`config.mk`:
```
export PLATFORM = sky130hd
export DESIGN_NAME = btn_cond
export DESIGN_NICKNAME = d
export VERILOG_FILES = /design/src/rtl/btn_cond_pkg.sv /design/src/rtl/btn_cond_sync_2ff.sv /design/src/rtl/btn_cond.sv
export SDC_FILE = /design/constraint.sdc
export NUM_CORES = 1
export LEC_CHECK = 0
export ABC_AREA = 1
export CORE_ASPECT_RATIO = 0.8
export CORE_MARGIN = 3
export CORE_UTILIZATION = 45
export CTS_CLUSTER_DIAMETER = 120
export DETAILED_ROUTE_END_ITERATION = 12
export GPL_TIMING_DRIVEN = 0
export PLACE_DENSITY = 0.72
export SLEW_MARGIN = 20
export SYNTH_ARGS = -nofsm -noshare
export SYNTH_HDL_FRONTEND = slang
export SYNTH_HIERARCHICAL = 1
export SYNTH_SLANG_ARGS = --single-unit
```
`constraint.sdc`:
```
create_clock -name clk -period 1.6 [get_ports clk]
set_input_delay 0.32 -clock clk [delete_from_list [all_inputs] [get_ports clk]]
set_output_delay 0.32 -clock clk [all_outputs]
set_load 0.005 [all_outputs]
```
`src/rtl/btn_cond_pkg.sv`:
```
// Shared types and defaults for the btn_cond input-conditioning stage.
// Holds the run-button FSM state encoding and the default debounce sizing.
package btn_cond_pkg;

  typedef enum logic [1:0] {
    IDLE         = 2'd0,
    PRESS_WAIT   = 2'd1,
    HELD         = 2'd2,
    RELEASE_WAIT = 2'd3
  } run_state_t;

  // 10 ms at 50 MHz; the counter must hold DB_CYCLES-1.
  localparam int DB_CYCLES_DEF = 500000;
  localparam int CNT_W_DEF     = 19;
  localparam int BAL_W         = 4;

endpackage

```
`src/rtl/btn_cond_sync_2ff.sv`:
```
// Parameterised-width two-flop synchroniser with asynchronous active-low
// reset; RST_VAL sets the level both stages load while in reset.
module sync_2ff #(
  parameter int             W       = 1,
  parameter logic [W-1:0]   RST_VAL = '0
) (
  input  logic         clk,
  input  logic         rst_n,
  input  logic [W-1:0] d,
  output logic [W-1:0] q
);

  logic [W-1:0] s1;

  always_ff @(posedge clk or negedge rst_n) begin
    if (!rst_n) begin
      s1 <= RST_VAL;
      q  <= RST_VAL;
    end else begin
      s1 <= d;
      q  <= s1;
    end
  end

endmodule

```
`src/rtl/btn_cond.sv`:
```
// Synchronises and debounces the run push-button and balance switches,
// producing a one-cycle run_pulse per press and a strobed stable balance.
module btn_cond
  import btn_cond_pkg::*;
#(
  parameter int DB_CYCLES      = DB_CYCLES_DEF,
  parameter int CNT_W          = CNT_W_DEF,
  parameter bit RUN_ACTIVE_LOW = 1'b1
) (
  input  logic             clk,
  input  logic             reset,
  input  logic             run_btn,
  input  logic [BAL_W-1:0] balance_sw,
  output logic             run_pulse,
  output logic [BAL_W-1:0] balance,
  output logic             balance_upd,
  output run_state_t       run_state
);

  localparam logic [CNT_W-1:0] DB_LAST   = CNT_W'(DB_CYCLES - 1);
  localparam logic             RUN_REL   = RUN_ACTIVE_LOW ? 1'b1 : 1'b0;
  localparam logic             RUN_PRESS = ~RUN_REL;

  logic             run_s2;
  logic [BAL_W-1:0] bal_s2;
  logic             pressed;

  sync_2ff #(.W(1), .RST_VAL(RUN_REL)) u_run_sync (
    .clk   (clk),
    .rst_n (reset),
    .d     (run_btn),
    .q     (run_s2)
  );

  sync_2ff #(.W(BAL_W), .RST_VAL('0)) u_bal_sync (
    .clk   (clk),
    .rst_n (reset),
    .d     (balance_sw),
    .q     (bal_s2)
  );

  assign pressed = (run_s2 == RUN_PRESS);

  // Run FSM: one counter shared by the press and release qualification windows.
  run_state_t       state_q, state_d;
  logic [CNT_W-1:0] cnt_q, cnt_d;
  logic             pulse_d;

  always_ff @(posedge clk or negedge reset) begin
    if (!reset) begin
      state_q   <= IDLE;
      cnt_q     <= '0;
      run_pulse <= 1'b0;
    end else begin
      state_q   <= state_d;
      cnt_q     <= cnt_d;
      run_pulse <= pulse_d;
    end
  end

  always_comb begin
    state_d = state_q;
    cnt_d   = cnt_q;
    pulse_d = 1'b0;
    case (state_q)
      IDLE: begin
        if (pressed) begin
          state_d = PRESS_WAIT;
          cnt_d   = '0;
        end
      end
      PRESS_WAIT: begin
        if (!pressed) begin
          state_d = IDLE;
          cnt_d   = '0;
        end else if (cnt_q == DB_LAST) begin
          state_d = HELD;
          pulse_d = 1'b1;
        end else begin
          cnt_d = cnt_q + CNT_W'(1);
        end
      end
      HELD: begin
        if (!pressed) begin
          state_d = RELEASE_WAIT;
          cnt_d   = '0;
        end
      end
      RELEASE_WAIT: begin
        // A bounce back to pressed returns to HELD without a second pulse.
        if (pressed) begin
          state_d = HELD;
        end else if (cnt_q == DB_LAST) begin
          state_d = IDLE;
        end else begin
          cnt_d = cnt_q + CNT_W'(1);
        end
      end
      default: begin
        state_d = IDLE;
        cnt_d   = '0;
      end
    endcase
  end

  assign run_state = state_q;

  // Balance debouncer: any bit change restarts the window for the whole group.
  logic [BAL_W-1:0] cand_q;
  logic [CNT_W-1:0] bcnt_q;

  always_ff @(posedge clk or negedge reset) begin
    if (!reset) begin
      cand_q      <= '0;
      bcnt_q      <= '0;
      balance     <= '0;
      balance_upd <= 1'b0;
    end else begin
      balance_upd <= 1'b0;
      if (bal_s2 != cand_q) begin
        cand_q <= bal_s2;
        bcnt_q <= '0;
      end else if (bcnt_q == DB_LAST) begin
        if (cand_q != balance) begin
          balance     <= cand_q;
          balance_upd <= 1'b1;
        end
      end else begin
        bcnt_q <= bcnt_q + CNT_W'(1);
      end
    end
  end

endmodule

```
* Word-level counts from Yosys, hierarchy flattened
Index checks and enable logic that the tools add are counted.
** Operators by class
- Divide/modulo/power cells :: 0
- Equal/unequal tests :: 13
- Mux-type cells :: 21
- Shift operators :: 0
- Reduce and logical (&&, ||, !) cells :: 4
- $lt $le $gt $ge :: 0
- Add/subtract/negate cells :: 2
- Bitwise gates (word level) :: 1
- Multiply operators :: 0
** Operator list (number)
- 19-bit two-way mux :: 7
- 19-bit case mux with 4 select lines :: 1
- 19-bit by 1-bit adder with 19-bit output (second input constant) :: 2
- 19-bit == test (second input constant) :: 2
- 2-bit two-way mux :: 6
- 4-bit != test :: 2
- 2-bit case mux with 4 select lines :: 1
- 1-bit two-way mux :: 6
- 3-bit AND reduction :: 2
- 2-bit == test (second input constant) :: 2
- 2-bit by 1-bit != test with 1-bit output (second input constant) :: 2
- 2-bit != test (second input constant) :: 2
- 4-bit AND reduction :: 1
- 3-bit by 2-bit != test with 1-bit output (second input constant) :: 1
- 3-bit != test (second input constant) :: 1
- 2-bit by 1-bit == test with 1-bit output (second input constant) :: 1
- 2-bit zero test :: 1
- 1-bit inverter :: 1
** Storage, ports and cells
- Logic and storage cells :: 52
- Output and inout port bits :: 8
- Memory bits (writable) :: 0
- Register bits after elaboration :: 60
- Memories kept :: 0
- Bits in read-only memories :: 0
- Bits in latches :: 0
- Bits of input ports :: 7

* Longest topological paths before layout
- Word-level depth :: 4
- Depth in mapped cells :: 10
- Depth with buffers taken out :: 10

* Modules after synthesis
The synthesis kept the hierarchy.
** Modules (own cells, without submodules)
- btn_cond :: area an instance 3037.9 um^2, instances 1, seq. area each 1251.2 um^2, cells each 420
- sync_2ff (u_bal_sync) :: area an instance 200.2 um^2, instances 1, seq. area each 200.2 um^2, cells each 8
- sync_2ff (u_run_sync) :: area an instance 52.6 um^2, instances 1, seq. area each 52.6 um^2, cells each 2

* Least setup slack after synthesis
No wires, ideal clock.
- Kind :: reg-to-reg
- From :: register bcnt_q[0]
- To :: register balance[2]
- Arrival time :: 1.335 ns
- Slack :: 0.147 ns
- Data required time :: 1.482 ns
- Cell stages (with the launch flop) :: 9
- Period minus slack after synthesis :: 1.453 ns
- Buffers on the path :: 0
- Library setup time :: 0.118 ns
- Path through :: dfrtp_1 > ha_1 > nand3_2 > inv_1 > nand3_2 > nor2_4 > nand2_2 > nor2_1 > nor2_1
** On the way
- Word-level cells in the longest chain between the ends :: 2
** Ends and longest elaborated chain
- start, declared :: line btn_cond.sv:110 : logic [CNT_W-1:0] bcnt_q;
- start signal, assigned :: line btn_cond.sv:129 : bcnt_q <= bcnt_q + CNT_W'(1);
- 19-bit == test :: line btn_cond.sv:123 : end else if (bcnt_q == DB_LAST) begin
- 3-bit AND reduction (no line)
- end signal, assigned :: line btn_cond.sv:125 : balance <= cand_q;
- end, declared :: line btn_cond.sv:15 : output logic [BAL_W-1:0] balance,
No other way between the ends.
A chain may end at the register's enable or synchronous reset.

* Worst setup path in the final report
- From :: register balance[1]
- To :: output port balance[1]
No word-level cell between the ends.

==> results.py <==
metrics = {
    "cts": {
        "cts.sinks": 60,
        "cts_tree": "done",
        "cts_buffers": 9,
        "clock_path_buffers": 2,
        "clk_latency_ns": 0.34,
        "clock-root-buffer": "clkbuf_8",
        "ctsHtreeMaxLevel": 3,
        "clkTransAtPathRegs_ns": 0.07,
    },
    "setup_path": {
        "ff2ff_path_depth": 7,
        "endpoint_kind": "primary output",
        "cp_data_required_time_ns": 1.28,
        "cpMaxStageDelayCell": "clkdlybuf4s50_1",
        "cp.depth": 1,
        "path_cells": "clkdlybuf4s50_1",
        "critPathMaxFanout": 3,
        "path_buf_inv": 1,
        "worst-setup-path-type": "reg2out",
        "arrival_ns": 1.24,
        "crit_family": "buffers and inverters",
        "slowest_delay_ns": 0.52,
        "worstSetupStartpointType": "register",
    },
    "die": {
        "core_um2": 6990,
        "die_w_um": 102,
        "num_rows": 27,
        "pin_count": 15,
        "start_util_pct": 47.1,
        "dieHeight_um": 82.5,
        "die_area_um2": 8380,
    },
    "synth": {
        "synthFlopType": "dfrtp_1",
        "syn_nets": 439,
        "synth_area_per_cell_um2": 7.65,
        "synth_warnings": 6,
        "synth-seq-area-share_pct": 45.7,
        "syn_inst": 430,
        "synth_cell_types": 33,
        "synthArstFlopShare_pct": 100,
        "synth_seq_cells": 60,
        "synth-edff-count": 0,
        "syn_area_um2": 3290,
    },
    "route": {
        "drtPass1Iterations": 5,
        "drcViolationCount": 0,
        "via_per_inst": 5.31,
        "wl_per_cell_um": 13.3,
        "drtIter0Drc": 240,
        "ant_nets": 0,
        "drt-total-wl_mm": 7.45,
        "num_vias": 2980,
    },
    "timing": {
        "max_freq_mhz": 640,
        "period_share_pct": 97.6,
        "finalSetupViolations": 0,
        "tightestPinTransition_ns": 0.333,
        "hold_violations": 0,
        "drv_slew": 0,
        "fin_crit_ns": 1.56,
        "fin_worst_skew_ns": 0.0113,
        "whs_ns": 0.351,
        "max_slew_margin_pct": 77.7,
    },
    "grt": {
        "track_usage_pct": 19.0,
        "grt_pass1_vias": 2666,
        "grt_pass1_wl_mm": 12.5,
        "grt_max_degree": 46,
        "grt-ovfl-total": 0,
        "grt_antenna_before_repair": 0,
    },
    "layout": {
        "final_core_util_pct": 56.9,
        "syn_to_final_growth_pct": 20.9,
        "fillers": 592,
        "fin_nets": 478,
        "antennaDiodeCount": 0,
        "drive_above_1_share_pct": 15.8,
    },
    "place": {
        "gp_congestion": 0.914,
        "io_buffers": 14,
        "post-dp-hpwl_mm": 5.21,
    },
    "status": {
        "status": "completed",
    },
    "hold_path": {
        "hold_path_class": "reg2reg",
        "hold_depth": 0,
    },
    "power": {
        "leakagePower_nw": 1.73,
        "ir_drop_mv": 0.719,
        "power.density_nw_per_um2": 904,
    },
    "job": {
        "cap_viol_max_count": 0,
    },
}
[synthesized netlist by cell type, types with 4 or more instances]
cell type / instances / area [um2]
nand2_1: 108 / 405
dfrtp_1: 58 / 1450
nor2_1: 54 / 203
inv_1: 51 / 191
nand3_1: 37 / 185
nor3_1: 17 / 85.1
nand4_1: 16 / 100
a21oi_1: 14 / 70.1
xor2_1: 10 / 87.6
o21ai_1: 9 / 45.0
o21ai_0: 8 / 40.0
nand3_2: 5 / 50.1
nor3_2: 5 / 50.1
clkbuf_1: 4 / 15.0
inv_2: 4 / 15.0
[layout make-up]
cell class,count,area (um2),area share [%]
multi-input combinational,308,1570,39.6
sequential,60,1510,37.9
timing repair buffer,28,265,6.67
inverter,56,213,5.35
clock inverter,7,146,3.68
clock buffer,9,124,3.11
tap,87,109,2.74
buffer,6,37.5,0.944
[report_power, final]
group / internal [mW] / switching, mW / total, mW
Sequential: 1.55 / 0.0232 / 1.57
Clock: 1.21 / 0.650 / 1.86
Combinational: 0.0656 / 0.105 / 0.170
[final timing paths]
kind,startpoint,endpoint,slack [ns]
max in group asynchronous,reset,bcnt_q[0]$_DFFE_PN0N_,0.71
max,balance[1]$_DFFE_PN0P_,balance[1],0.04
max reg2reg,cnt_q[0]$_DFFE_PN0P_,register,0.09
min in group asynchronous,reset,cnt_q[5]$_DFFE_PN0P_,0.39
min reg2reg,u_bal_sync/s1[3]$_DFF_PN0_,u_bal_sync/q[3]$_DFF_PN0_,0.35
min,u_bal_sync/s1[3]$_DFF_PN0_,u_bal_sync/q[3]$_DFF_PN0_,0.35
[cells in the final DEF (no fill, tap or decap), types with 5 or more instances in the layout]
| cell | n |
|---|---|
| clkbuf_8 | 9 |
| o21ai_0 | 8 |
| o21ai_1 | 9 |
| inv_1 | 50 |
| nand2_1 | 107 |
| inv_2 | 5 |
| clkdlybuf4s50_1 | 13 |
| nor2_2 | 5 |
| a21oi_1 | 14 |
| nand3_1 | 37 |
| nor3_2 | 5 |
| nand4_1 | 16 |
| nor2_1 | 51 |
| dfrtp_1 | 54 |
| xor2_1 | 10 |
| nor3_1 | 17 |
| buf_4 | 13 |
[routing by layer]
layer	track usage [%]	wire length (um)	vias to the layer above
met5	0	0	-
met1	27.7	3630	1419
met2	28.3	3340	75
met3	3.78	371	15
li1	-	-	1471
met4	6.24	106	0
[kinds of logic (layout without fill, tap and decap cells)]
group                    count (synthesis)  count (layout)  synth area share [%]
AO/OA/AOI/OAI                           39              39                  6.77
XOR/XNOR                                11              11                  2.93
adder cells (fa/ha/maj)                  2               2                 0.760
buffers and inverters                   62             106                  7.60
flip-flops                              60              60                  45.7
AND/OR/NAND/NOR                        256             256                  36.2
[flip-flops by register name, summed over array words and instances (netlist names), named ones only]
register	count
run_pulse	1
bcnt_q	19
u_run_sync/s1	1
u_run_sync/q	1
cand_q	4
balance_upd	1
u_bal_sync/s1	4
cnt_q	19
u_bal_sync/q	4
balance	4
run_state	1
[per-stage QoR]
step                      cell area (um2)  power [mW]  instances  setup TNS [ns]  setup WS (ns)
after floorplan                      3290        1.67        430               0          0.147
after global placement               3540        1.74        531         -103.10          -1.74
after detailed placement             3560        1.75        532          -0.367        -0.0897
after CTS                            3890        3.62        554               0        0.00233
after global routing                 3980        3.71        561         -0.0142       -0.00952
final                                3980        3.59        561               0         0.0382
[timing repair]
item                                   CTS  global route
gates resized for setup                  3            11
endpoints found under the hold margin   13             0
setup endpoints to repair                8            28
buffers inserted                         5             7
pin swaps                                1             3
hold buffers                             1             0
Power figures use the tool's default switching activity.
